==> src/rtl/uart_frame_arbiter_if.sv <==
// Handshake bundle between the two frame sources, the arbiter and the UART
// frame transmitter. The arbiter takes the master side.
interface uart_frame_arbiter_if #(
    parameter int FRAME_W = 188
);
    logic               i_Req0;
    logic [FRAME_W-1:0] i_Data0;
    logic               i_Req1;
    logic [FRAME_W-1:0] i_Data1;
    logic               o_Ack0;
    logic               o_Ack1;
    logic               o_Done0;
    logic               o_Done1;
    logic               o_Tx_DV;
    logic [FRAME_W-1:0] o_Tx_Frame;
    logic               i_Tx_Active;
    logic               i_Tx_Done;
    logic               o_Busy;
    logic               o_Owner;

    modport master (
        input  i_Req0, i_Data0, i_Req1, i_Data1, i_Tx_Active, i_Tx_Done,
        output o_Ack0, o_Ack1, o_Done0, o_Done1, o_Tx_DV, o_Tx_Frame,
               o_Busy, o_Owner
    );

    modport slave (
        output i_Req0, i_Data0, i_Req1, i_Data1, i_Tx_Active, i_Tx_Done,
        input  o_Ack0, o_Ack1, o_Done0, o_Done1, o_Tx_DV, o_Tx_Frame,
               o_Busy, o_Owner
    );
endinterface

==> src/rtl/uart_frame_arbiter.sv <==
// Round-robin arbiter sharing one frame transmitter between two frame
// sources. Launches a frame with a one-cycle strobe, counts per-byte done
// edges to find the end of frame, then holds off until the line has been
// idle for GAP_CLKS consecutive cycles.
module uart_frame_arbiter #(
    parameter int FRAME_W         = 188,
    parameter int BYTES_PER_FRAME = 24,
    parameter int GAP_CLKS        = 217
) (
    input logic                 i_Clock,
    input logic                 i_Reset,
    uart_frame_arbiter_if.master bus
);

    typedef enum logic [1:0] {
        GAP  = 2'd0,
        IDLE = 2'd1,
        LOAD = 2'd2,
        WAIT = 2'd3
    } state_t;

    localparam logic [15:0] GAP_LAST  = 16'(GAP_CLKS - 1);
    localparam logic [4:0]  BYTE_LAST = 5'(BYTES_PER_FRAME - 1);

    state_t             state_reg;
    logic [15:0]        gap_cnt_reg;
    logic [4:0]         byte_cnt_reg;
    logic               tx_done_prev_reg;
    logic               last_reg;
    logic               owner_reg;
    logic [FRAME_W-1:0] frame_reg;
    logic               tx_dv_reg;
    logic [1:0]         ack_reg;
    logic [1:0]         done_reg;
    logic               busy_reg;

    logic               winner;
    logic               done_rise;

    // Pick the requester to grant: a lone request wins outright, a tie goes
    // to whoever was not served last.
    always_comb begin
        winner = bus.i_Req1;
        if (bus.i_Req0 && bus.i_Req1) begin
            winner = ~last_reg;
        end
    end

    assign done_rise = bus.i_Tx_Done & ~tx_done_prev_reg;

    // Arbitration FSM with all outputs registered; pulses default low each cycle.
    always_ff @(posedge i_Clock or posedge i_Reset) begin
        if (i_Reset) begin
            state_reg        <= GAP;
            gap_cnt_reg      <= '0;
            byte_cnt_reg     <= '0;
            tx_done_prev_reg <= 1'b0;
            last_reg         <= 1'b1;
            owner_reg        <= 1'b0;
            frame_reg        <= '0;
            tx_dv_reg        <= 1'b0;
            ack_reg          <= '0;
            done_reg         <= '0;
            busy_reg         <= 1'b1;
        end else begin
            tx_dv_reg        <= 1'b0;
            ack_reg          <= '0;
            done_reg         <= '0;
            tx_done_prev_reg <= bus.i_Tx_Done;
            case (state_reg)
                GAP: begin
                    // Any activity restarts the idle guard, so the short
                    // inter-byte low windows of a stray frame never satisfy it.
                    if (bus.i_Tx_Active) begin
                        gap_cnt_reg <= '0;
                    end else if (gap_cnt_reg == GAP_LAST) begin
                        state_reg <= IDLE;
                        busy_reg  <= 1'b0;
                    end else begin
                        gap_cnt_reg <= gap_cnt_reg + 16'd1;
                    end
                end
                IDLE: begin
                    if (bus.i_Req0 || bus.i_Req1) begin
                        frame_reg       <= winner ? bus.i_Data1 : bus.i_Data0;
                        owner_reg       <= winner;
                        last_reg        <= winner;
                        tx_dv_reg       <= 1'b1;
                        ack_reg[winner] <= 1'b1;
                        busy_reg        <= 1'b1;
                        state_reg       <= LOAD;
                    end
                end
                LOAD: begin
                    byte_cnt_reg <= '0;
                    state_reg    <= WAIT;
                end
                WAIT: begin
                    // Only the rising edge of done counts, however long it stays high.
                    if (done_rise) begin
                        byte_cnt_reg <= byte_cnt_reg + 5'd1;
                        if (byte_cnt_reg == BYTE_LAST) begin
                            done_reg[owner_reg] <= 1'b1;
                            gap_cnt_reg         <= '0;
                            state_reg           <= GAP;
                        end
                    end
                end
                default: begin
                    state_reg <= GAP;
                end
            endcase
        end
    end

    assign bus.o_Tx_DV    = tx_dv_reg;
    assign bus.o_Tx_Frame = frame_reg;
    assign bus.o_Ack0     = ack_reg[0];
    assign bus.o_Ack1     = ack_reg[1];
    assign bus.o_Done0    = done_reg[0];
    assign bus.o_Done1    = done_reg[1];
    assign bus.o_Busy     = busy_reg;
    assign bus.o_Owner    = owner_reg;

endmodule

==> src/flat_wrapper.sv <==
// flat-port wrapper written by rule: the top's interface ports become plain ports
module uart_frame_arbiter_flat 
#(
    parameter int FRAME_W         = 188,
    parameter int BYTES_PER_FRAME = 24,
    parameter int GAP_CLKS        = 217
)
  (i_Clock, i_Reset, bus_i_Req0, bus_i_Data0, bus_i_Req1, bus_i_Data1, bus_i_Tx_Active, bus_i_Tx_Done, bus_o_Ack0, bus_o_Ack1, bus_o_Done0, bus_o_Done1, bus_o_Tx_DV, bus_o_Tx_Frame, bus_o_Busy, bus_o_Owner);
  uart_frame_arbiter_if #(.FRAME_W(FRAME_W)) bus_i ();
  input logic i_Clock;
  input logic i_Reset;
  input wire logic [$bits(bus_i.i_Req0)-1:0] bus_i_Req0;
  input wire logic [$bits(bus_i.i_Data0)-1:0] bus_i_Data0;
  input wire logic [$bits(bus_i.i_Req1)-1:0] bus_i_Req1;
  input wire logic [$bits(bus_i.i_Data1)-1:0] bus_i_Data1;
  input wire logic [$bits(bus_i.i_Tx_Active)-1:0] bus_i_Tx_Active;
  input wire logic [$bits(bus_i.i_Tx_Done)-1:0] bus_i_Tx_Done;
  output wire logic [$bits(bus_i.o_Ack0)-1:0] bus_o_Ack0;
  output wire logic [$bits(bus_i.o_Ack1)-1:0] bus_o_Ack1;
  output wire logic [$bits(bus_i.o_Done0)-1:0] bus_o_Done0;
  output wire logic [$bits(bus_i.o_Done1)-1:0] bus_o_Done1;
  output wire logic [$bits(bus_i.o_Tx_DV)-1:0] bus_o_Tx_DV;
  output wire logic [$bits(bus_i.o_Tx_Frame)-1:0] bus_o_Tx_Frame;
  output wire logic [$bits(bus_i.o_Busy)-1:0] bus_o_Busy;
  output wire logic [$bits(bus_i.o_Owner)-1:0] bus_o_Owner;
  assign bus_i.i_Req0 = bus_i_Req0;
  assign bus_i.i_Data0 = bus_i_Data0;
  assign bus_i.i_Req1 = bus_i_Req1;
  assign bus_i.i_Data1 = bus_i_Data1;
  assign bus_i.i_Tx_Active = bus_i_Tx_Active;
  assign bus_i.i_Tx_Done = bus_i_Tx_Done;
  assign bus_o_Ack0 = bus_i.o_Ack0;
  assign bus_o_Ack1 = bus_i.o_Ack1;
  assign bus_o_Done0 = bus_i.o_Done0;
  assign bus_o_Done1 = bus_i.o_Done1;
  assign bus_o_Tx_DV = bus_i.o_Tx_DV;
  assign bus_o_Tx_Frame = bus_i.o_Tx_Frame;
  assign bus_o_Busy = bus_i.o_Busy;
  assign bus_o_Owner = bus_i.o_Owner;
  uart_frame_arbiter #(.FRAME_W(FRAME_W), .BYTES_PER_FRAME(BYTES_PER_FRAME), .GAP_CLKS(GAP_CLKS)) u_core (.i_Clock(i_Clock), .i_Reset(i_Reset), .bus(bus_i));
endmodule
==> config.mk <==
export PLATFORM = sky130hd
export DESIGN_NAME = uart_frame_arbiter_flat
export DESIGN_NICKNAME = d
export VERILOG_FILES = /design/src/rtl/uart_frame_arbiter_if.sv /design/src/rtl/uart_frame_arbiter.sv /design/src/flat_wrapper.sv
export SDC_FILE = /design/constraint.sdc
export NUM_CORES = 1
export LEC_CHECK = 0
export ABC_CLOCK_PERIOD_IN_PS = 11800
export CORE_AREA = 5 5 222 224
export DETAILED_ROUTE_END_ITERATION = 12
export DIE_AREA = 0 0 227 229
export GPL_TIMING_DRIVEN = 0
export SYNTH_ARGS = -nofsm -noshare
export SYNTH_HDL_FRONTEND = slang
export SYNTH_SLANG_ARGS = --single-unit
==> constraint.sdc <==
create_clock -name i_Clock -period 11.8 [get_ports i_Clock]
set_input_delay 3.54 -clock i_Clock [delete_from_list [all_inputs] [get_ports i_Clock]]
set_output_delay 3.54 -clock i_Clock [all_outputs]
set_load 0.05 [all_outputs]
==> flow_summary.json <==
{
  "combinationalPowerShare_pct": 57.1,
  "yosysWarnings": 0,
  "slew_headroom_pct": 27.2,
  "cp_slowest_cell": "clkbuf_1",
  "cts.reportedPaths.clkPinSlew_ps": 60,
  "crit_path_frequent_cell": "clkbuf_1",
  "overflow": 0,
  "viasPerCell": 4.41,
  "regToRegStartpoint": "u_core.state_reg[1]",
  "cts_hold_buf": 0,
  "drv_slew": 0,
  "syn_avg_cell_area_um2": 10.5,
  "pwr-share-clk_pct": 17.3,
  "tightest_slew_ps": 1090,
  "fin_crit_sh_pct": 54.4,
  "cts_buffer_depth": 3,
  "cts-root-buf": "clkbuf_16",
  "cts_made_buffers": 26,
  "yosysSeqAreaShare_pct": 53.4,
  "postSynth.asyncResetShare_pct": 100,
  "worst_setup_path_start_kind": "input pin",
  "ys_seq_elements": 220,
  "synth_nets": 1376,
  "place_inst": 2178,
  "worst_ep_arrival_time_ps": 6870,
  "cap_violations": 0,
  "largest_reg_flops": 188,
  "antenna_found_initial": 5,
  "skew_ps": 9.77,
  "htreeDepth": 1,
  "globalplace.congestion": 0.915,
  "powerDensity_nw_per_um2": 281,
  "netlist_area_um2": 10300,
  "drc": 0,
  "ir_drop_uv": 180,
  "initial_utilization_pct": 21.9,
  "crit_type": "input pin to flip-flop",
  "hpwl_um": 35500,
  "finalInstanceArea_um2": 17800,
  "core_area_um2": 47100,
  "cts_setup_buffers": 0,
  "swShare_pct": 48.4,
  "synth-edff-count": 0,
  "pwr-share-seq_pct": 25.6,
  "layout_setup_ws_ps": 5380,
  "grt_pass1_wl_um": 65000,
  "insertion_delay_ps": 530,
  "finalSetupViolCount": 0,
  "power.switching_mw": 2.42,
  "drt_iter0_drc": 441,
  "synthCells": 986,
  "dpl-instance-area_um2": 16900,
  "areaGrowthSynthToFinish_pct": 72.9,
  "rsz0062_at_grt": "false",
  "timing.critical_path.from": "bus_i_Req1",
  "fmax_ghz": 0.156,
  "drt-wirelength-per-cell_um": 19.8,
  "instances_no_fill": 2225,
  "rows": 80,
  "detailroute.via_count": 9819,
  "synthDistinctLibCells": 52,
  "final_nets": 1981,
  "cts_resized": 0,
  "synth_flop_cell": "dfrtp_1",
  "status": "completed",
  "nFillCells": 4697,
  "ant_nets": 0,
  "p_int_mw": 2.58,
  "period_needed_ps": 6420,
  "cp_max_fo": 10,
  "die_w_um": 227,
  "drt_pass1_iterations": 5,
  "fp.dieArea_um2": 52000,
  "ios": 577,
  "port-buffer-count": 576,
  "layout-drive-gt1-share_pct": 4.48,
  "cts.sink_count": 220,
  "crit_required_ps": 12260,
  "hold_viol": 0,
  "crit_path_end_kind": "flip-flop",
  "grt_pass1_vias": 10770,
  "totalWireLength_um": 44100,
  "crit_buf_inv": 4,
  "hold_start": "u_core.bus.o_Tx_Frame[103]",
  "grt_usage_pct": 16.1,
  "power_leakage_nw": 7.60,
  "grt_max_degree": 114,
  "cts_tree": "built",
  "crit_chain": "clkdlybuf4s50_1 > o21ai_1 > clkbuf_1 > clkbuf_1 > clkbuf_1 > nand2_1 > o21ai_1",
  "cp_top_family": "buffers and inverters",
  "place_ws_ps": 4680,
  "die_h_um": 229,
  "worstHoldPathType": "flip-flop to flip-flop",
  "slowest_delay_ps": 770
}
## power groups by stage
| stage | combinational, mW | clock [mW] | sequential, mW |
|---|---|---|---|
| 6_report | 2.86 | 0.866 | 1.28 |
| 2_1_floorplan | 0.658 | 0 | 2.37 |
| 4_1_cts | 2.89 | 0.892 | 1.28 |
| 5_1_grt | 3.02 | 0.923 | 1.32 |
| 3_5_place_dp | 2.89 | 0 | 1.29 |
| 3_3_place_gp | 2.87 | 0 | 1.27 |
## cells by family (layout without fill, tap and decap cells)
kind of cell	Yosys count	in the layout	synth area share, %
and+or+nand+nor	251	251	10.5
AOI/OAI and AO/OA	241	241	14.0
DFF	220	220	53.4
muxes	180	180	17.5
buffers and inverters	83	705	3.33
adders and majority gates	8	8	0.971
xor gates and xnor gates	3	3	0.255
other	0	2	0
## cells in the mapped netlist, types with 2 or more instances
cell type | instances | area, µm²
a21o_1 | 3 | 22.5
a221o_1 | 3 | 30.0
a22o_1 | 28 | 245
a31o_2 | 2 | 17.5
and3_1 | 6 | 37.5
buf_1 | 6 | 22.5
buf_2 | 10 | 50.1
buf_6 | 2 | 22.5
clkbuf_1 | 52 | 195
dfrtp_1 | 218 | 5460
dfstp_2 | 2 | 52.6
ha_1 | 8 | 100
inv_1 | 11 | 41.3
mux2i_1 | 178 | 1780
nand2_1 | 190 | 713
nand2b_1 | 2 | 12.5
nand3_1 | 7 | 35.0
nand4_1 | 5 | 31.3
nand4b_1 | 2 | 17.5
nor2_1 | 13 | 48.8
nor3_1 | 8 | 40.0
nor4_1 | 6 | 37.5
o21ai_0 | 75 | 375
o21ai_1 | 109 | 546
o22a_1 | 10 | 87.6
o22ai_1 | 2 | 12.5
or4b_1 | 2 | 20.0
xnor2_1 | 2 | 17.5
## cells in the final DEF (no fill, tap or decap), types with 4 or more instances in the layout
cell,instances
clkdlybuf4s50_1,576
dfrtp_1,218
nand2_1,190
mux2i_1,178
o21ai_1,109
o21ai_0,75
clkbuf_1,53
a22o_1,28
clkbuf_16,27
nor2_1,13
inv_1,10
buf_2,10
o22a_1,10
nor3_1,8
ha_1,8
nand3_1,7
clkbuf_8,7
and3_1,6
buf_1,6
nor4_1,6
nand4_1,5
bufinv_16,4
## routing by layer
layer  GRT usage, %  up-vias  share of wire (%)
met4           4.88        0                2.9
met5              0        -                  0
met1           19.6     4665                 40
met3           3.61       64                7.8
met2           28.4      407                 50
li1               -     4683                  -
## final timing paths
check                                              to  slack (ps)  depth (start not counted)
max                         u_core.bus.o_Tx_Frame[59]        5380                          7
min                        u_core.bus.o_Tx_Frame[103]         480                          2
max reg2reg                 u_core.bus.o_Tx_Frame[59]        8140                          9
min reg2reg                u_core.bus.o_Tx_Frame[103]         480                          2
max in group asynchronous    u_core.bus.o_Tx_Frame[6]        7220                          3
min in group asynchronous  u_core.bus.o_Tx_Frame[130]        3510                          2
## tightest hold or removal path, stage by stage, from the launching register on
cell	delay [ps]
dfrtp_1	340
nand2_1	50
o21ai_0	60
## layout make-up
cell class,instances,area [µm²],share of cell area (%)
antenna,2,5.00,0.0281
buffer,71,298,1.67
clock buffer,35,776,4.35
clock inverter,10,158,0.885
inverter,12,52.6,0.295
multi-input combinational,683,4450,25.0
sequential,220,5510,30.9
tap,615,769,4.32
timing repair buffer,577,5790,32.5
## through the flow
step | setup TNS [ps] | utilization (%) | total power [mW] | hold slack (ps)
floorplan | 0 | - | 3.03 | 483
global placement | -177840 | 35.7 | 4.15 | 460
detailed placement | 0 | 35.8 | 4.17 | 469
CTS | 0 | 37.8 | 5.07 | 482
global route | 0 | 37.8 | 5.26 | 496
finish | 0 | 37.8 | 5.00 | 477
Power figures use the tool's default switching activity.
